$ cat src/rtl/vend_pkg.sv
// vend_pkg: shared cash codes, FSM state encoding and note values for the vending sequencer
package vend_pkg;
    typedef enum logic [1:0] {
        CASH_NONE = 2'b00,
        CASH_10   = 2'b01,
        CASH_20   = 2'b10,
        CASH_BAD  = 2'b11
    } cash_t;
    typedef enum logic [1:0] {
        ST_IDLE,
        ST_COLLECT,
        ST_VEND,
        ST_PAYOUT
    } state_t;
    localparam logic [6:0] NOTE_10 = 7'd10;
    localparam logic [6:0] NOTE_20 = 7'd20;
    function automatic logic [6:0] note_value(input logic [1:0] code);
        return code == CASH_10 ? NOTE_10 : code == CASH_20 ? NOTE_20 : 7'd0;
    endfunction
endpackage

$ cat src/rtl/vend_timer.sv
// vend_timer: idle-cycle counter; expired is high on the TIMEOUT_CYC-th consecutive enabled cycle
// Ports: clk, rst (async active-low), clear (restart count), enable (count this cycle), expired
module vend_timer #(
    parameter int TIMEOUT_CYC = 1000
) (
    input  logic clk,
    input  logic rst,
    input  logic clear,
    input  logic enable,
    output logic expired
);
    localparam int W = $clog2(TIMEOUT_CYC + 1);
    localparam logic [W-1:0] LAST = W'(TIMEOUT_CYC - 1);
    logic [W-1:0] r_cnt;
    always_ff @(posedge clk or negedge rst)
        if (!rst)
            r_cnt <= '0;
        else if (clear)
            r_cnt <= '0;
        else if (enable)
            r_cnt <= r_cnt + 1'b1;
    assign expired = enable && r_cnt == LAST;
endmodule

$ cat src/rtl/vend_sequencer.sv
// vend_sequencer: note-collecting vending FSM with dispense handshake and Rs10 coin change payout
// Ports: clk, rst (async active-low), cash (note code), cancel, disp_done, hopper_ready ->
//        dispense (held until disp_done), coin_out / reject (one-cycle pulses), busy, credit (rupees)
module vend_sequencer import vend_pkg::*; #(
    parameter int PRICE       = 30,
    parameter int MAX_CREDIT  = 90,
    parameter int TIMEOUT_CYC = 1000
) (
    input  logic       clk,
    input  logic       rst,
    input  logic [1:0] cash,
    input  logic       cancel,
    input  logic       disp_done,
    input  logic       hopper_ready,
    output logic       dispense,
    output logic       coin_out,
    output logic       reject,
    output logic       busy,
    output logic [6:0] credit
);
    localparam logic [6:0] PRICE_C = 7'(PRICE);
    localparam logic [7:0] MAX_C   = 8'(MAX_CREDIT);
    state_t     r_state, w_state_nxt;
    logic [6:0] r_credit, w_credit_nxt;
    logic       r_coin_out, r_reject, w_coin_nxt, w_reject_nxt;
    logic [7:0] w_sum;
    logic       w_accept, w_timeout, w_tmr_clear, w_tmr_en;
    assign w_sum = {1'b0, r_credit} + {1'b0, note_value(cash)};
    // Notes are taken only while collecting below price; a same-cycle cancel wins over the note.
    assign w_accept = (cash == CASH_10 || cash == CASH_20) && w_sum <= MAX_C &&
                      (r_state == ST_IDLE || (r_state == ST_COLLECT && r_credit < PRICE_C && !cancel));
    assign w_tmr_clear = w_accept || r_state != ST_COLLECT;
    assign w_tmr_en    = r_state == ST_COLLECT && !w_accept;
    vend_timer #(.TIMEOUT_CYC(TIMEOUT_CYC)) u_timer (
        .clk     (clk),
        .rst     (rst),
        .clear   (w_tmr_clear),
        .enable  (w_tmr_en),
        .expired (w_timeout)
    );
    always_comb begin
        w_state_nxt  = r_state;
        w_credit_nxt = r_credit;
        w_coin_nxt   = 1'b0;
        w_reject_nxt = cash != CASH_NONE && !w_accept;
        case (r_state)
            ST_IDLE: begin
                w_state_nxt  = w_accept ? ST_COLLECT : ST_IDLE;
                w_credit_nxt = w_accept ? w_sum[6:0] : r_credit;
            end
            ST_COLLECT: begin
                w_state_nxt  = r_credit >= PRICE_C ? ST_VEND :
                               (cancel || w_timeout) ? ST_PAYOUT : ST_COLLECT;
                w_credit_nxt = w_accept ? w_sum[6:0] : r_credit;
            end
            ST_VEND: begin
                w_state_nxt  = disp_done ? ST_PAYOUT : ST_VEND;
                w_credit_nxt = disp_done ? r_credit - PRICE_C : r_credit;
            end
            default: begin
                w_state_nxt  = r_credit == 7'd0 ? ST_IDLE : ST_PAYOUT;
                w_coin_nxt   = r_credit != 7'd0 && hopper_ready;
                w_credit_nxt = w_coin_nxt ? r_credit - NOTE_10 : r_credit;
            end
        endcase
    end
    always_ff @(posedge clk or negedge rst)
        if (!rst) begin
            r_state    <= ST_IDLE;
            r_credit   <= '0;
            r_coin_out <= 1'b0;
            r_reject   <= 1'b0;
        end else begin
            r_state    <= w_state_nxt;
            r_credit   <= w_credit_nxt;
            r_coin_out <= w_coin_nxt;
            r_reject   <= w_reject_nxt;
        end
    assign dispense = r_state == ST_VEND;
    assign busy     = r_state != ST_IDLE;
    assign coin_out = r_coin_out;
    assign reject   = r_reject;
    assign credit   = r_credit;
endmodule
$ cat config.mk
export PLATFORM = sky130hd
export DESIGN_NAME = vend_sequencer
export DESIGN_NICKNAME = d
export VERILOG_FILES = /design/src/rtl/vend_pkg.sv /design/src/rtl/vend_timer.sv /design/src/rtl/vend_sequencer.sv
export SDC_FILE = /design/constraint.sdc
export NUM_CORES = 1
export LEC_CHECK = 0
export CAP_MARGIN = 5
export CORE_MARGIN = 3
export CORE_UTILIZATION = 35
export DETAILED_ROUTE_END_ITERATION = 16
export SETUP_SLACK_MARGIN = 0.5
export SLEW_MARGIN = 10
export SYNTH_ARGS = -nofsm -noshare
export SYNTH_HDL_FRONTEND = slang
export SYNTH_SLANG_ARGS = --single-unit
$ cat constraint.sdc
create_clock -name clk -period 5.21 [get_ports clk]
set_input_delay 1.042 -clock clk [delete_from_list [all_inputs] [get_ports clk]]
set_output_delay 1.042 -clock clk [all_outputs]
set_load 0.03 [all_outputs]
==> results of run 1 <==
==> synth_stat cells, drive strengths merged, types with 2 or more instances <==
cell type and count:
a21oi 8, and2 2, and4b 2, buf 7
xnor2 9, nand3b 2, dfrtp 20, o21a 2
nor3 2, o31a 2, nand3 11, o22ai 3
a31oi 5, clkbuf 5, nor2 21, ha 10
o31ai 3, inv 9, nand2 16, and3 3
xor2 12, o21ai 8, o211ai 4, nand4b 2
==> worst register-to-register path: stages (launching register included) <==
cell and delay [ns]:
dfrtp_1 0.55, xor2_1 0.24, ha_1 0.35, nor4b_1 0.25
nand4_1 0.13, o31a_1 0.15, o211a_4 0.15, o211ai_4 0.34
o32ai_2 0.15, xor2_1 0.17
==> path summary, 6_finish.rpt <==
path / to / slack, ns / cells past startpoint
max in group asynchronous: credit[4] / 3.38 / 1
max: credit[3] / 1.49 / 12
max reg2reg: credit[3] / 2.61 / 9
min reg2reg: u_timer.r_cnt[0] / 0.46 / 1
min: u_timer.r_cnt[0] / 0.46 / 1
min in group asynchronous: u_timer.r_cnt[4] / 1.28 / 1
==> flip-flops by register name, summed over array words and instances, names as in the netlist <==
| name | cells |
|---|---|
| u_timer.r_cnt | 10 |
| credit | 6 |
| r_state | 2 |
| coin_out | 1 |
| reject | 1 |
==> power groups by stage <==
stage                     Combinational [W]  Sequential [W]  Clock, W
final                              0.000547        0.000313  0.000153
after global routing               0.000606        0.000324  0.000164
after CTS                          0.000550        0.000311  0.000158
after detailed placement           0.000548        0.000314         0
after global placement             0.000547        0.000317         0
after floorplan                    0.000455        0.000276         0
==> kinds of logic after synthesis <==
kind of cell    after synthesis
compound gates               43
mux                           1
buf+inv                      22
other cells                   1
flops                        20
xor+xnor                     21
simple gates                 68
fa+ha+maj                    10
==> metrics by stage <==
stage | power [W] | hold WS (ns) | worst slack (ns) | util (%) | area (um^2)
6_report | 0.00101 | 0.460 | 1.49 | 42.2 | 1860
5_1_grt | 0.00109 | 0.516 | 1.27 | 42.2 | 1860
4_1_cts | 0.00102 | 0.466 | 1.48 | 42.2 | 1860
3_5_place_dp | 0.000862 | 0.455 | 1.20 | 40.6 | 1790
3_3_place_gp | 0.000864 | 0.457 | 1.24 | 40.6 | 1790
2_1_floorplan | 0.000731 | 0.433 | 1.97 | - | 1630
==> final cells by class <==
type | instances | area, um^2
Fill cell | 428 | 2550
Multi-Input combinational cell | 144 | 1030
Sequential cell | 20 | 500
Timing Repair Buffer | 16 | 160
Tap cell | 52 | 65.1
Clock buffer | 3 | 41.3
Inverter | 10 | 37.5
Clock inverter | 1 | 30.0
==> per-layer routing <==
metal	wire, um	part of all wire [%]	track usage [%]
met4	20	0.59	1.78
met5	0	0	0
met3	126	3.7	2.70
met1	1770	52	19.3
met2	1480	44	19.9
==> impl_metrics.json, run 1 <==
{
  "status": "complete, no violations",
  "timing.critical_path.arrival_ns": 3.85,
  "drv_cap": 0,
  "place.port_buffers": 16,
  "synth_edf_count": 0,
  "place.gp.congestion": 0.784,
  "synth.avg_cell_area_um2": 8.76,
  "design.die.area_um2": 5510,
  "clock_latency_ns": 0.25,
  "synth.cell_area_um2": 1630,
  "ys_dominant_reg_cell": "dfrtp_1",
  "power-per-cell-area_nw_per_um2": 544,
  "ctsHtreeMaxLevel": 1,
  "worst_hold_startpoint": "u_timer.r_cnt[0]",
  "clock_tree_root": "clkbuf_8",
  "ant_nets": 0,
  "grt_first_pass_wirelength_um": 5670,
  "antenna_found_initial": 0,
  "crit_path_launch": "cash[0]",
  "initial_core_util_pct": 36.9,
  "r2r-start": "credit[2]",
  "clkPwrFrac_pct": 15.1,
  "timing.fmax_ghz": 0.269,
  "swShare_pct": 47.0,
  "net-switching-power_w": 0.000476,
  "finalCritPeriodShare_pct": 71.5,
  "flow.area_growth_from_synthesis_pct": 14.3,
  "rsz0062_at_grt": "no",
  "die_width_um": 74.2,
  "combinational_family_with_the_most_area_after_synthesis": "simple AND/OR/NAND/NOR gates",
  "min_path_type": "register to register",
  "synth.yosys.warnings": 0,
  "synth.yosys.seq_area_share_pct": 30.7,
  "detailed_routing_iteration_count_for_the_pre_antenna_repair_pass": 5,
  "path_class": "input port to register",
  "worst_slew_pin_slew_ns": 0.886,
  "io_pins": 18,
  "seqPwrFrac_pct": 30.9,
  "setup.worst_path.start_class": "input port",
  "drt_first_iter_violations": 63,
  "cellLeakagePower_nw": 0.762,
  "synthesis.nets": 203,
  "worst_path_max_delay_cell": "clkdlybuf4s50_1",
  "synth.top_cells.by_area": "dfrtp_1 (31%), ha_1 (7.7%), xor2_1 (5.9%), nor2_1 (4.8%), xnor2_1 (4.3%)",
  "post_cts_hold_buffer_count": 0,
  "finalNetCount": 212,
  "num_antenna_cells": 0,
  "path_clk_slew_ns": 0.07,
  "tritoncts_clock_tree": "built",
  "placed_cells_incl_taps": 242,
  "max-clock-path-buffers": 2,
  "postCtsResizedCells": 0,
  "p_comb_share_pct": 54.0,
  "clock_skew_ns": 0.00274,
  "cp_top_family": "compound AO/OA/AOI/OAI gates",
  "finalWorstPathRequiredPeriod_ns": 3.72,
  "end_kind": "register",
  "post_layout_nonfiller_instances": 246,
  "totalWireLength_um": 3390,
  "ys_ff_latch": 20,
  "first_global_vias": 1202,
  "synthXorXnorAreaFrac_pct": 12.2,
  "clkSinkCount": 20,
  "layout_common_cells": "nor2_1 (21), dfrtp_1 (20), nand2_1 (16), clkdlybuf4s50_1 (16), xor2_1 (11)",
  "avgRoutedWirePerCell_um": 13.8,
  "detail_route.drc_violations": 0,
  "finalHoldViolCount": 0,
  "mostFrequentLayoutCell": "nor2_1",
  "floorplan.rows": 24,
  "grt-ovfl-total": 0,
  "cp_data_required_time_ns": 5.33,
  "syn_inst": 186,
  "synth-adder-area-share_pct": 7.68,
  "synth-compound-area-share_pct": 20.8,
  "vias": 1313,
  "die_height_um": 74.2,
  "crit_chain": "clkdlybuf4s50_1 > inv_1 > ha_1 > xor2_1 > ha_1 > nor4b_1 > nand4_1 > o31a_1 > o211a_4 > o211ai_4 > o32ai_2 > xor2_1",
  "grt_start_max_net_pins": 21,
  "vdd_ir_drop_max_mv": 0.328,
  "cts_buffers": 3,
  "core_area_um2": 4410,
  "drive_above_1_share_pct": 8.25,
  "final_max_slew_viols": 0,
  "finalSetupTns_ns": 0,
  "critical_path_peak_fanout": 12,
  "synth_top_area_share_pct": 30.7,
  "yosys.cell_types.count": 55,
  "muxShareOfSynthArea_pct": 0.691,
  "synth_async_sr_flop_share_pct": 100,
  "postCtsSetupRepairBufs": 0,
  "dp_hpwl_um": 2540,
  "path_buf_inv": 2,
  "route.detailed.vias_per_inst": 5.34,
  "globalRouteTotalUtil_pct": 13.0,
  "internal_power_w": 0.000536,
  "slowest_delay_ns": 0.51,
  "final-setup-viol-count": 0,
  "slew-limit-headroom_pct": 40.8,
  "synthSimpleGateAreaFrac_pct": 21.4,
  "leading_area_contributor_after_synthesis": "dfrtp_1"
}
No activity file was read; power rests on OpenSTA's default activity.
==> inputs of run 2 (changes only) <==
==> constraint.sdc (replaced) <==
create_clock -name clk -period 3.39 [get_ports clk]
set_input_delay 0.678 -clock clk [delete_from_list [all_inputs] [get_ports clk]]
set_output_delay 0.678 -clock clk [all_outputs]
set_load 0.03 [all_outputs]
==> run 2 against run 1 <==
  * Largest power group unchanged
  * Routed wire length rose by 11%
  * Design area rose by 10%
  * Utilization rose by 4.3 points
  * Hold slack improved by 0.023 ns
  * Power rose by 72%
  * Critical path depth rose by 1
  * Clock power rose by 56%
  * Non-clock buffer count rose by 8
  * Global-route usage rose by 1.6 points
  * Die area did not move
  * Critical endpoint is now credit[1]
==> impl_metrics.json, run 2 (same netlist as run 1, synthesis figures left out) <==
{
  "tritoncts_clock_tree": "built",
  "clock_tree_root": "clkbuf_8",
  "rrSetupSlack_ns": 0.87,
  "floorplan.rows": 24,
  "route.detailed.vias_per_inst": 5.47,
  "grt_first_pass_wirelength_um": 6250,
  "regMostFlops": "u_timer.r_cnt",
  "setup.worst_path.start_class": "input port",
  "path_class": "input port to register",
  "max-clock-path-buffers": 2,
  "design.die.area_um2": 5510,
  "io_pins": 18,
  "worst_slew_pin_slew_ns": 0.880,
  "place.gp.congestion": 0.753,
  "drv_cap": 0,
  "final_max_slew_viols": 0,
  "dp_worst_setup_slack_ns": -0.00850,
  "grt-ovfl-total": 0,
  "min_path_type": "register to register",
  "core_area_um2": 4410,
  "ff_latch_area_um2": 500,
  "n_fill_cell": 438,
  "mostFrequentLayoutCell": "dfrtp_1",
  "timing.fmax_ghz": 0.355,
  "power-per-cell-area_nw_per_um2": 847,
  "clkSinkCount": 20,
  "flow.area_growth_from_synthesis_pct": 26.0,
  "post_cts_hold_buffer_count": 0,
  "avgRoutedWirePerCell_um": 14.8,
  "crit_reg_reg_endpoint": "credit[1]",
  "critical_path_peak_fanout": 7,
  "drive_above_1_share_pct": 22.2,
  "clock_latency_ns": 0.26,
  "timing.critical_path.arrival_ns": 2.96,
  "finalSetupTns_ns": 0,
  "r2r-start": "credit[2]",
  "largest_reg_flops": 10,
  "drt_first_iter_violations": 47,
  "die_height_um": 74.2,
  "vdd_ir_drop_max_mv": 0.551,
  "vias": 1395,
  "path_clk_slew_ns": 0.08,
  "slew-limit-headroom_pct": 41.2,
  "grt_start_max_net_pins": 21,
  "cts_buffers": 3,
  "antenna_found_initial": 0,
  "ctsHtreeMaxLevel": 1,
  "rsz0062_at_grt": "yes",
  "clock_skew_ns": 0.000992,
  "post-layout-total-power_w": 0.00174,
  "cellLeakagePower_nw": 0.816,
  "ant_nets": 0,
  "die_width_um": 74.2,
  "initial_core_util_pct": 36.9,
  "final-setup-viol-count": 0,
  "totalWireLength_um": 3780,
  "place.port_buffers": 16,
  "finalWorstPathRequiredPeriod_ns": 2.82,
  "finalHoldViolCount": 0,
  "globalRouteTotalUtil_pct": 14.6,
  "detail_route.drc_violations": 0,
  "dp_hpwl_um": 2650,
  "status": "complete, no violations",
  "multiInputGateArea_um2": 1150,
  "layout_setup_ws_ns": 0.575,
  "layout_common_cells": "dfrtp_1 (20), nor2_1 (17), nand2_1 (16)",
  "finish.utilization_pct": 46.5,
  "detailed_routing_iteration_count_for_the_pre_antenna_repair_pass": 4,
  "worst_hold_startpoint": "u_timer.r_cnt[0]",
  "end_kind": "register",
  "holdPathEnd": "u_timer.r_cnt[0]",
  "first_global_vias": 1296,
  "finalNetCount": 221,
  "reg2regPathDepth": 10,
  "cp_data_required_time_ns": 3.53,
  "min_delay_path_depth": 1,
  "finalCritPeriodShare_pct": 83.0,
  "num_antenna_cells": 0
}
-- run 2: what timing repair did --
item                       4_1_cts  5_1_grt
cloned                           1        0
pin swaps                        7        4
buffers inserted                 0        1
resized for setup               18        9
setup endpoints to repair       18       16
-- run 2: critical path, cell delays in order --
cell,delay (ns)
dlygate4sd2_1,0.25
buf_4,0.14
ha_2,0.18
and2_4,0.16
ha_4,0.17
a21oi_4,0.20
o211ai_2,0.14
and2_4,0.16
o211a_4,0.25
o211ai_4,0.23
buf_12,0.17
o22ai_2,0.07
xnor2_1,0.16
-- run 2: per-layer routing --
metal | GRT usage [%] | vias to the layer above | share of wire (%)
met3 | 2.70 | 2 | 3.9
met4 | 2.37 | 0 | 0.69
li1 | - | 688 | -
met5 | 0 | - | 0
met2 | 23.7 | 25 | 48
met1 | 20.6 | 680 | 47
-- run 2: worst max path at each step --
stage	from	to	slack, ns	cells past startpoint
after detailed placement	cash[0]	credit[2]	-0.008	13
after global routing	cash[0]	credit[2]	0.48	12
after CTS	cash[0]	credit[4]	0.54	13
after floorplan	cash[0]	credit[3]	0.51	12
final	cash[0]	credit[1]	0.57	13
after global placement	cash[0]	credit[2]	0.04	13
-- run 2: area by class of cell --
cell class / count / share of cell area, %
clock inverters: 1 / 1.46
multi-input cells: 145 / 55.9
inverters: 10 / 1.83
clock buffers: 3 / 2.01
repair buffers: 24 / 11.2
well taps: 52 / 3.17
flip-flops and latches: 20 / 24.4
-- run 2: through the flow --
stage	cells	area, um^2	hold WS [ns]
4_1_cts	254	2010	0.471
5_1_grt	255	2050	0.499
3_3_place_gp	249	1860	0.457
2_1_floorplan	186	1630	0.382
6_report	255	2050	0.483
3_5_place_dp	249	1860	0.456
-- run 2: report_power, final --
part | switching (W) | total, W | internal [W]
registers | 0.000184 | 0.000479 | 0.000295
logic | 0.000557 | 0.00102 | 0.000464
clock network | 0.0000803 | 0.000238 | 0.000158
total | 0.000821 | 0.00174 | 0.000916
